## src/rtl/interconnect_link_buffer_pkg.sv

```systemverilog
`default_nettype none
// ============================================================================
// Module      : interconnect_link_buffer_pkg
// Description : Shared interconnect link definitions. Provides the physical
//               plane count, the tag and word widths, the {tag, data} packet
//               type, and a helper that sizes the per-plane occupancy counter.
// Revision    : 1.0 - initial release
// ============================================================================
package interconnect_link_buffer_pkg;

  localparam int TIA_NUM_PHYSICAL_PLANES = 4;
  localparam int TIA_TAG_WIDTH           = 4;
  localparam int TIA_WORD_WIDTH          = 32;

  typedef struct packed {
    logic [TIA_TAG_WIDTH-1:0]  tag;
    logic [TIA_WORD_WIDTH-1:0] data;
  } interconnect_packet_t;

  // The counter must hold every value 0..depth inclusive.
  function automatic int interconnect_buffer_count_width(input int depth);
    return $clog2(depth + 1);
  endfunction

endpackage
`default_nettype wire

```

## src/rtl/interconnect_link_buffer_if.sv

```systemverilog
`default_nettype none
// ============================================================================
// Module      : interconnect_link_if
// Description : Interconnect link bundle. One req/ack pair plus tag and data
//               lines per physical plane.
//               sender   : drives reqs, tag_lines, data_lines; samples acks
//               receiver : samples reqs, tag_lines, data_lines; drives acks
// Revision    : 1.0 - initial release
// ============================================================================
interface interconnect_link_if;
  import interconnect_link_buffer_pkg::*;

  logic [TIA_NUM_PHYSICAL_PLANES-1:0]                     reqs;
  logic [TIA_NUM_PHYSICAL_PLANES-1:0]                     acks;
  logic [TIA_NUM_PHYSICAL_PLANES-1:0][TIA_TAG_WIDTH-1:0]  tag_lines;
  logic [TIA_NUM_PHYSICAL_PLANES-1:0][TIA_WORD_WIDTH-1:0] data_lines;

  modport sender   (output reqs, output tag_lines, output data_lines, input  acks);
  modport receiver (input  reqs, input  tag_lines, input  data_lines, output acks);

endinterface
`default_nettype wire

```

## src/rtl/interconnect_link_buffer_plane_fifo.sv

```systemverilog
`default_nettype none
// ============================================================================
// Module      : interconnect_plane_fifo
// Description : Elastic FIFO for one physical plane of the interconnect link.
//               Ports:
//                 clk, rst_n              clock, async active-low reset
//                 i_push_req/o_push_ack   upstream handshake, i_push_pkt data
//                 o_pop_req/i_pop_ack     downstream handshake, o_pop_pkt data
//                 o_count                 registered occupancy 0..DEPTH
// Revision    : 1.0 - initial release
// ============================================================================
module interconnect_plane_fifo
  import interconnect_link_buffer_pkg::*;
#(
  parameter int DEPTH = 2
) (
  input  logic                                              clk,
  input  logic                                              rst_n,
  input  logic                                              i_push_req,
  output logic                                              o_push_ack,
  input  interconnect_packet_t                              i_push_pkt,
  output logic                                              o_pop_req,
  input  logic                                              i_pop_ack,
  output interconnect_packet_t                              o_pop_pkt,
  output logic [interconnect_buffer_count_width(DEPTH)-1:0] o_count
);

  localparam int C_CNT_W = interconnect_buffer_count_width(DEPTH);
  localparam int C_PTR_W = (DEPTH > 1) ? $clog2(DEPTH) : 1;

  localparam logic [C_CNT_W-1:0] C_DEPTH_CNT = C_CNT_W'(DEPTH);
  localparam logic [C_PTR_W-1:0] C_LAST_IDX  = C_PTR_W'(DEPTH - 1);

  interconnect_packet_t r_mem [DEPTH];
  logic [C_PTR_W-1:0]   r_wptr;
  logic [C_PTR_W-1:0]   r_rptr;
  logic [C_CNT_W-1:0]   r_count;

  logic w_push;
  logic w_pop;

  // DEPTH need not be a power of two, so the wrap is an explicit compare
  // against the last slot rather than relying on pointer overflow.
  function automatic logic [C_PTR_W-1:0] f_next_ptr(input logic [C_PTR_W-1:0] ptr);
    if (ptr == C_LAST_IDX) begin
      return '0;
    end
    return ptr + C_PTR_W'(1);
  endfunction

  // Both handshake outputs depend only on the registered count (and reset),
  // so neither side's timing reaches across the buffer.
  assign o_push_ack = rst_n && (r_count != C_DEPTH_CNT);
  assign o_pop_req  = (r_count != '0);
  assign o_pop_pkt  = r_mem[r_rptr];
  assign o_count    = r_count;

  assign w_push = i_push_req && o_push_ack;
  assign w_pop  = i_pop_ack && o_pop_req;

  always_ff @(posedge clk or negedge rst_n) begin
    if (!rst_n) begin
      r_wptr  <= '0;
      r_rptr  <= '0;
      r_count <= '0;
      for (int i = 0; i < DEPTH; i++) begin
        r_mem[i] <= '0;
      end
    end else begin
      if (w_push) begin
        r_mem[r_wptr] <= i_push_pkt;
        r_wptr        <= f_next_ptr(r_wptr);
      end
      if (w_pop) begin
        r_rptr <= f_next_ptr(r_rptr);
      end
      // A push is impossible when full and a pop impossible when empty,
      // so the count stays inside 0..DEPTH without extra guarding.
      case ({w_push, w_pop})
        2'b10:   r_count <= r_count + C_CNT_W'(1);
        2'b01:   r_count <= r_count - C_CNT_W'(1);
        default: r_count <= r_count;
      endcase
    end
  end

endmodule
`default_nettype wire

```

## src/rtl/interconnect_link_buffer.sv

```systemverilog
`default_nettype none
// ============================================================================
// Module      : interconnect_link_buffer
// Description : Per-plane elastic buffer on an interconnect link bundle. Each
//               physical plane gets an independent FIFO of DEPTH packets.
//               Ports:
//                 clock, reset_n            clock, async active-low reset
//                 input_interconnect_link   upstream bundle (receiver side)
//                 output_interconnect_link  downstream bundle (sender side)
//                 plane_counts              registered occupancy per plane
//               DEPTH legal range is 1..16.
// Revision    : 1.0 - initial release
// ============================================================================
module interconnect_link_buffer
  import interconnect_link_buffer_pkg::*;
#(
  parameter int DEPTH = 2
) (
  input  logic                         clock,
  input  logic                         reset_n,
  interconnect_link_if.receiver        input_interconnect_link,
  interconnect_link_if.sender          output_interconnect_link,
  output logic [TIA_NUM_PHYSICAL_PLANES-1:0][interconnect_buffer_count_width(DEPTH)-1:0] plane_counts
);

  localparam int C_CNT_W = interconnect_buffer_count_width(DEPTH);

  logic [TIA_NUM_PHYSICAL_PLANES-1:0]                     w_push_ack;
  logic [TIA_NUM_PHYSICAL_PLANES-1:0]                     w_pop_req;
  logic [TIA_NUM_PHYSICAL_PLANES-1:0][TIA_TAG_WIDTH-1:0]  w_pop_tag;
  logic [TIA_NUM_PHYSICAL_PLANES-1:0][TIA_WORD_WIDTH-1:0] w_pop_data;
  logic [TIA_NUM_PHYSICAL_PLANES-1:0][C_CNT_W-1:0]        w_count;

  generate
    for (genvar p = 0; p < TIA_NUM_PHYSICAL_PLANES; p++) begin : g_plane
      interconnect_packet_t w_in_pkt;
      interconnect_packet_t w_out_pkt;

      assign w_in_pkt.tag  = input_interconnect_link.tag_lines[p];
      assign w_in_pkt.data = input_interconnect_link.data_lines[p];

      interconnect_plane_fifo #(
        .DEPTH (DEPTH)
      ) u_plane_fifo (
        .clk        (clock),
        .rst_n      (reset_n),
        .i_push_req (input_interconnect_link.reqs[p]),
        .o_push_ack (w_push_ack[p]),
        .i_push_pkt (w_in_pkt),
        .o_pop_req  (w_pop_req[p]),
        .i_pop_ack  (output_interconnect_link.acks[p]),
        .o_pop_pkt  (w_out_pkt),
        .o_count    (w_count[p])
      );

      assign w_pop_tag[p]  = w_out_pkt.tag;
      assign w_pop_data[p] = w_out_pkt.data;
    end
  endgenerate

  assign input_interconnect_link.acks        = w_push_ack;
  assign output_interconnect_link.reqs       = w_pop_req;
  assign output_interconnect_link.tag_lines  = w_pop_tag;
  assign output_interconnect_link.data_lines = w_pop_data;
  assign plane_counts                        = w_count;

endmodule
`default_nettype wire

```

## src/flat_wrapper.sv

```systemverilog
// flat-port wrapper written by rule: the top's interface ports become plain ports
module interconnect_link_buffer_flat import interconnect_link_buffer_pkg::*;
#(
  parameter int DEPTH = 2
)
  (clock, reset_n, plane_counts, input_interconnect_link_reqs, input_interconnect_link_tag_lines, input_interconnect_link_data_lines, input_interconnect_link_acks, output_interconnect_link_reqs, output_interconnect_link_tag_lines, output_interconnect_link_data_lines, output_interconnect_link_acks);
  interconnect_link_if input_interconnect_link_i ();
  interconnect_link_if output_interconnect_link_i ();
  input  logic clock;
  input  logic reset_n;
  output logic [TIA_NUM_PHYSICAL_PLANES-1:0][interconnect_buffer_count_width(DEPTH)-1:0] plane_counts;
  input wire logic [$bits(input_interconnect_link_i.reqs)-1:0] input_interconnect_link_reqs;
  input wire logic [$bits(input_interconnect_link_i.tag_lines)-1:0] input_interconnect_link_tag_lines;
  input wire logic [$bits(input_interconnect_link_i.data_lines)-1:0] input_interconnect_link_data_lines;
  output wire logic [$bits(input_interconnect_link_i.acks)-1:0] input_interconnect_link_acks;
  output wire logic [$bits(output_interconnect_link_i.reqs)-1:0] output_interconnect_link_reqs;
  output wire logic [$bits(output_interconnect_link_i.tag_lines)-1:0] output_interconnect_link_tag_lines;
  output wire logic [$bits(output_interconnect_link_i.data_lines)-1:0] output_interconnect_link_data_lines;
  input wire logic [$bits(output_interconnect_link_i.acks)-1:0] output_interconnect_link_acks;
  assign input_interconnect_link_i.reqs = input_interconnect_link_reqs;
  assign input_interconnect_link_i.tag_lines = input_interconnect_link_tag_lines;
  assign input_interconnect_link_i.data_lines = input_interconnect_link_data_lines;
  assign input_interconnect_link_acks = input_interconnect_link_i.acks;
  assign output_interconnect_link_reqs = output_interconnect_link_i.reqs;
  assign output_interconnect_link_tag_lines = output_interconnect_link_i.tag_lines;
  assign output_interconnect_link_data_lines = output_interconnect_link_i.data_lines;
  assign output_interconnect_link_i.acks = output_interconnect_link_acks;
  interconnect_link_buffer #(.DEPTH(DEPTH)) u_core (.clock(clock), .reset_n(reset_n), .input_interconnect_link(input_interconnect_link_i), .output_interconnect_link(output_interconnect_link_i), .plane_counts(plane_counts));
endmodule
```

## config.mk

```make
export PLATFORM = sky130hd
export DESIGN_NAME = interconnect_link_buffer_flat
export DESIGN_NICKNAME = d
export VERILOG_FILES = /design/src/rtl/interconnect_link_buffer_pkg.sv /design/src/rtl/interconnect_link_buffer_if.sv /design/src/rtl/interconnect_link_buffer_plane_fifo.sv /design/src/rtl/interconnect_link_buffer.sv /design/src/flat_wrapper.sv
export SDC_FILE = /design/constraint.sdc
export NUM_CORES = 1
export LEC_CHECK = 0
export ABC_AREA = 1
export CORE_MARGIN = 5
export CORE_UTILIZATION = 34
export CTS_CLUSTER_SIZE = 20
export DETAILED_ROUTE_END_ITERATION = 16
export GPL_TIMING_DRIVEN = 1
export SETUP_SLACK_MARGIN = 0.02
export SYNTH_ARGS = -nofsm -noshare
export SYNTH_HDL_FRONTEND = slang
export SYNTH_HIERARCHICAL = 1
export SYNTH_SLANG_ARGS = --single-unit
```

## constraint.sdc

```tcl
create_clock -name clock -period 1.7 [get_ports clock]
set_input_delay 0.34 -clock clock [delete_from_list [all_inputs] [get_ports clock]]
set_output_delay 0.34 -clock clock [all_outputs]
set_load 0.02 [all_outputs]
```

# Yosys cells after proc, flatten, opt, wreduce, memory -nomap -nowiden
# Index checks and enable logic that the tools add are counted.
[word_totals] register_bits=304 output_inout_bits=160 elab_cells=160
[op_classes] add_sub_neg=16 order_cmp=12 n_eq_ne=12 mux=60 n_bitwise=8 n_reduce_logical=24
[op_table] cell="36-bit 2-to-1 mux" count=16
[op_table] cell="72-bit bitwise mux" count=4
[op_table] cell="36-bit demux with 1-bit select" count=4
[op_table] cell="1-bit 2-to-1 mux" count=32
[op_table] cell="2-bit >= comparator, second input constant" count=8
[op_table] cell="1-bit logical AND" count=16
[op_table] cell="1-bit NOT with 2-bit output" count=8
[op_table] cell="2-bit one-hot mux with 2 select lines" count=4
[op_table] cell="2-bit nonzero test" count=8
[op_table] cell="1-bit adder, second input constant" count=8
[op_table] cell="2-bit by 1-bit adder with 2-bit output, second input constant" count=4
[op_table] cell="2-bit by 1-bit == test with 1-bit output, second input constant" count=4
[op_table] cell="2-bit == test, second input constant" count=4
[op_table] cell="2-bit by 1-bit < comparator with 1-bit output, second input constant" count=4
[op_table] cell="2-bit != test, second input constant" count=4
[op_table] cell="2-bit by 1-bit subtractor with 2-bit output, second input constant" count=4

# Depth between registers and ports, before layout
[depth] ltp_word=6 mapped_depth=9 ltp_nobuf=9

# Hierarchy
# Netlist, hierarchy kept.
[modules_own_cells] mod="interconnect_plane_fifo" n_inst=4 cells_per_inst=460 area_per_inst_um2=3614.7

# Worst setup path after synthesis
# No wires, ideal clock.
[synth_timing] kind="reg-to-reg" start="register u_core.g_plane[0].u_plane_fifo.r_count[0]" end="register u_core.g_plane[0].u_plane_fifo.r_count[1]" setup_ns=0.123 t_arrival_ns=1.481 required_time_ns=1.577 path_slack_ns=0.096 path_stages_with_launch=9 period_less_slack_ns=1.604 cell_sequence="dfrtp_1 -> inv_2 -> a21oi_2 -> buf_4 -> nand2_1 -> ha_1 -> inv_1 -> nand3_1 -> xor2_1"
[synth_via] elab_chain_len=5 elab_cells_between_ends=11 classes_between="2 x add/sub; 3 x eq/ne; 1 x mux; 5 x reduce/logical"
[synth_rtl] item="from (decl)" line_no="interconnect_link_buffer_plane_fifo.sv:37" text="logic [C_CNT_W-1:0] r_count;"
[synth_rtl] item="from (signal assigned)" line_no="interconnect_link_buffer_plane_fifo.sv:80" text="2'b10: r_count <= r_count + C_CNT_W'(1);"
[synth_rtl] item="from (signal assigned)" line_no="interconnect_link_buffer_plane_fifo.sv:81" text="2'b01: r_count <= r_count - C_CNT_W'(1);"
[synth_rtl] item="from (signal assigned)" line_no="interconnect_link_buffer_plane_fifo.sv:82" text="default: r_count <= r_count;"
[synth_rtl] item="2-bit != test" line_no="interconnect_link_buffer_plane_fifo.sv:53" text="assign o_push_ack = rst_n && (r_count != C_DEPTH_CNT);"
[synth_rtl] item="1-bit logical AND" line_no="interconnect_link_buffer_plane_fifo.sv:53"
[synth_rtl] item="1-bit logical AND" line_no="interconnect_link_buffer_plane_fifo.sv:58" text="assign w_push = i_push_req && o_push_ack;"
[synth_rtl] item="2-bit by 1-bit == test with 1-bit output / 2-bit == test (equally long branches)" line_no="interconnect_link_buffer_plane_fifo.sv:79" text="case ({w_push, w_pop})"
[synth_rtl] item="2-bit one-hot mux with 2 select lines / 2-bit nonzero test (equally long branches)"
# Parallel ways exist; a longest one is shown, timed or not.
# A chain may end at the register's enable or synchronous reset.

# Worst setup path after layout
[layout_timing] start="register u_core.g_plane[2].u_plane_fifo.r_rptr" end="output output_interconnect_link_data_lines[92]"
[layout_via] elab_chain_len=4
[layout_rtl] item="from (decl)" line_no="interconnect_link_buffer_plane_fifo.sv:36" text="logic [C_PTR_W-1:0] r_rptr;"
[layout_rtl] item="from (signal assigned)" line_no="interconnect_link_buffer_plane_fifo.sv:75" text="r_rptr <= f_next_ptr(r_rptr);"
[layout_rtl] item="1-bit NOT with 2-bit output (not written as such)" line_no="interconnect_link_buffer_plane_fifo.sv:55" text="assign o_pop_pkt = r_mem[r_rptr];"
[layout_rtl] item="36-bit 2-to-1 mux (not written as such) (3 in a row)" line_no="interconnect_link_buffer_plane_fifo.sv:55"
[layout_rtl] item="to (decl)" line_no="flat_wrapper.sv:18" text="output wire logic [$bits(output_interconnect_link_i.data_lines)-1:0] output_interconnect_link_data_lines;"
# No other way between the ends. The select of a mux whose other input is x is not followed.

==> results.py <==
metrics = {
    "cells_and_area": {
        "fin_cells": 2735,
        "n_fill_cell": 3936,
        "fin_area_mm2": 0.02143,
        "drive_gt1_share_pct": 29.48,
        "finish.utilization_pct": 50.97,
        "nNetsFinal": 2326,
        "syn_to_final_growth_pct": 48.19,
        "ff_latch_area_mm2": 0.007617,
        "multi_input_area_mm2": 0.007069,
    },
    "logic_synthesis": {
        "synth_fp_nets": 1998,
        "synth-seq-area-share_pct": 52.61,
        "postSynthCellCount": 1840,
        "ys_ff_latch": 304,
        "synth_top_cell_by_area": "dfrtp_1",
        "ys_warn_count": 6,
        "synth_top_area_share_pct": 52.61,
        "synth_area_leaders": "dfrtp_1, nand2_1, nand4_1",
        "synth_cell_types": 15,
        "syn_area_per_cell_um2": 7.858,
        "syn-cell-area_mm2": 0.01446,
    },
    "global_route": {
        "grt_use_total_pct": 20.47,
        "grt_start_max_net_pins": 69,
        "gr-total-overflow": 0,
        "grt_pass1_vias": 14090,
        "antenna_found_initial": 2,
        "grt_pass1_wl_um": 78820,
    },
    "floorplan": {
        "num_io_pins": 314,
        "core_mm2": 0.04204,
        "rows": 75,
        "dieWidth_um": 216.2,
        "start_util_pct": 34.39,
        "dieArea_mm2": 0.04675,
        "fp.dieH_um": 216.2,
    },
    "worst_hold_path": {
        "min_path_type": "primary input to async pin",
    },
    "critical_path": {
        "cp_slowest_stage_delay_ns": 0.43,
        "cp_max_fo": 6,
        "arrival_ns": 1.59,
        "cp_top_family": "buffers and inverters",
        "crit_required_ns": 1.36,
        "crit_chain": "inv_4 > buf_12 > buf_8 > nand2_1 > nand2_1 > buf_6",
        "reg2reg_slack_ns": 0.11,
        "crit_buf_inv": 4,
        "cpMostUsedCell": "nand2_1",
        "cp-end-kind": "primary output",
        "cp.depth": 6,
        "r2r_end": "u_core/g_plane[3].u_plane_fifo/o_count[1]",
        "reg2reg_depth": 7,
        "worst_path_max_delay_cell": "dfrtp_2",
        "cp-start-kind": "register",
        "r2r-start": "u_core/g_plane[3].u_plane_fifo/o_count[1]",
        "crit_type": "register to primary output",
    },
    "clock_tree": {
        "clk_path_buf_depth": 3,
        "clkTransAtPathRegs_ns": 0.06,
        "cts_tree": "yes",
        "cts_buffers": 37,
        "htreeDepth": 2,
        "clock_latency_ns": 0.54,
        "clock-sinks": 304,
        "cts-root-buf": "clkbuf_16",
    },
    "timing": {
        "timing.setup.tns_ns": -25.58,
        "final-setup-viol-count": 144,
        "post-route-period-util_pct": 113.4,
        "fin_hold_ws_ns": 0.1012,
        "maxSlewViolCount": 0,
        "layout_min_cycle_time_ns": 1.928,
        "worst_pin_slew_ns": 0.9006,
        "worst_slack_ns": -0.2282,
        "finClkSkew_ns": 0.02369,
        "hold_viol": 0,
        "rsz0062_at_grt": "yes",
        "clock.fmax_ghz": 0.5186,
        "max_slew_margin_pct": 39.76,
    },
    "placed_design": {
        "dp_hpwl_um": 30990,
        "dp.cells": 2639,
        "io_buffers": 313,
        "place.gp.congestion": 0.8803,
        "post-place-ws_ns": -0.1643,
        "post_dp_cell_area_mm2": 0.01837,
    },
    "run_status": {
        "status": "finished, violations left",
        "violations": "negative setup slack",
    },
    "route": {
        "drt_first_pass_iters": 5,
        "post_drt_via_cell_ratio": 5.197,
        "wl_per_cell_um": 18.32,
        "drc": 0,
        "routed_wl_um": 50120,
        "vias": 14210,
        "ant_nets": 0,
        "drt_iter0_markers": 1352,
    },
    "power": {
        "power_mw": 46.43,
        "p_per_area_mw_per_mm2": 2167,
        "ir_drop_mv": 1.124,
        "cellLeakagePower_nw": 11.06,
    },
    "run": {
        "drv.max_cap_violation_count": 0,
    },
}
## cell type report
cell class | count | share of cell area [%]
Timing Repair Buffer | 433 | 21.78
Clock buffer | 59 | 5.413
Inverter | 32 | 0.6423
Tap cell | 539 | 3.147
Antenna cell | 1 | 0.01168
Clock inverter | 7 | 0.4613
Sequential cell | 304 | 35.55
Multi-Input combinational cell | 1360 | 32.99
## registers in the layout, summed over array words and instances, names as in the netlist
| register | cells |
|---|---|
| u_core/g_plane.u_plane_fifo/r_mem | 288 |
| u_core/g_plane.u_plane_fifo/o_count | 8 |
| u_core/g_plane.u_plane_fifo/r_wptr | 4 |
| u_core/g_plane.u_plane_fifo/r_rptr | 4 |
## cell families after synthesis
kind of cell | Yosys count | share of synthesized area (%)
AO/OA/AOI/OAI | 4 | 0.2423
adder cells (fa/ha/maj) | 4 | 0.3462
buffers and inverters | 176 | 5.781
XOR/XNOR | 12 | 0.7269
flip-flops | 304 | 52.61
AND/OR/NAND/NOR | 1340 | 40.29
## routing by layer
layer / vias up / wire length (um) / track usage, %
li1: 6697 / - / -
met2: 545 / 23400 / 31.80
met4: 2 / 1056 / 5.766
met5: - / 14 / 0
met1: 6900 / 21760 / 28.55
met3: 69 / 3890 / 5.261
## how the worst max path moves through the flow
stage	start	endpoint	slack, ns
after global placement	u_core/g_plane[1].u_plane_fifo/r_rptr	output_interconnect_link_data_lines[53]	-0.16
after global routing	u_core/g_plane[2].u_plane_fifo/r_rptr	output_interconnect_link_data_lines[66]	-0.28
after CTS	u_core/g_plane[1].u_plane_fifo/r_rptr	output_interconnect_link_data_lines[49]	-0.25
final	u_core/g_plane[2].u_plane_fifo/r_rptr	output_interconnect_link_data_lines[92]	-0.23
after detailed placement	u_core/g_plane[1].u_plane_fifo/r_rptr	output_interconnect_link_data_lines[53]	-0.16
after floorplan	u_core/g_plane[0].u_plane_fifo/o_count[0]	u_core/g_plane[0].u_plane_fifo/o_count[1]	0.1
## cells in the final DEF (no fill, tap or decap), drive strengths merged
cell / n
a21oi: 4
buf: 268
bufinv: 2
clkbuf: 69
clkdlybuf4s15: 2
clkdlybuf4s50: 148
clkinv: 7
clkinvlp: 1
dfrtp: 304
diode: 1
dlygate4sd3: 5
ha: 4
inv: 29
nand2: 1040
nand3: 4
nand4: 296
xnor2: 4
xor2: 8
## where the power goes
group | leakage (nW) | internal [mW] | switching, mW | total (mW)
registers | 3.78 | 10.6 | 2.63 | 13.3
logic | 6.67 | 10.9 | 14.2 | 25.1
clock network | 0.618 | 4.97 | 3.11 | 8.08
total | 11.1 | 26.5 | 19.9 | 46.4
## Yosys cell counts
| master | instances |
|---|---|
| nand2_1 | 1040 |
| dfrtp_1 | 304 |
| nand4_1 | 288 |
| buf_2 | 56 |
| clkbuf_1 | 36 |
| buf_4 | 28 |
| buf_1 | 24 |
| inv_1 | 20 |
| inv_2 | 12 |
| nand4_2 | 8 |
| xor2_1 | 8 |
| a21oi_2 | 4 |
| ha_1 | 4 |
| nand3_1 | 4 |
| xnor2_1 | 4 |
## worst register-to-register path, delay by kind of cell (launching register included)
family,cells,cell delay (ns)
AOI/OAI and AO/OA,1,0.22
xor gates and xnor gates,1,0.14
adders and majority gates,1,0.31
buffers and inverters,2,0.22
DFF,1,0.44
and+or+nand+nor,2,0.15
## timing repair
item	in CTS	in global routing
gates resized for setup	1032	279
setup buffers	9	4
endpoints found under the hold margin	77	0
cloned	11	4
pin swaps	43	59
setup endpoints to repair	160	162
hold buffers	5	0
(Power assumes the default switching activity.)
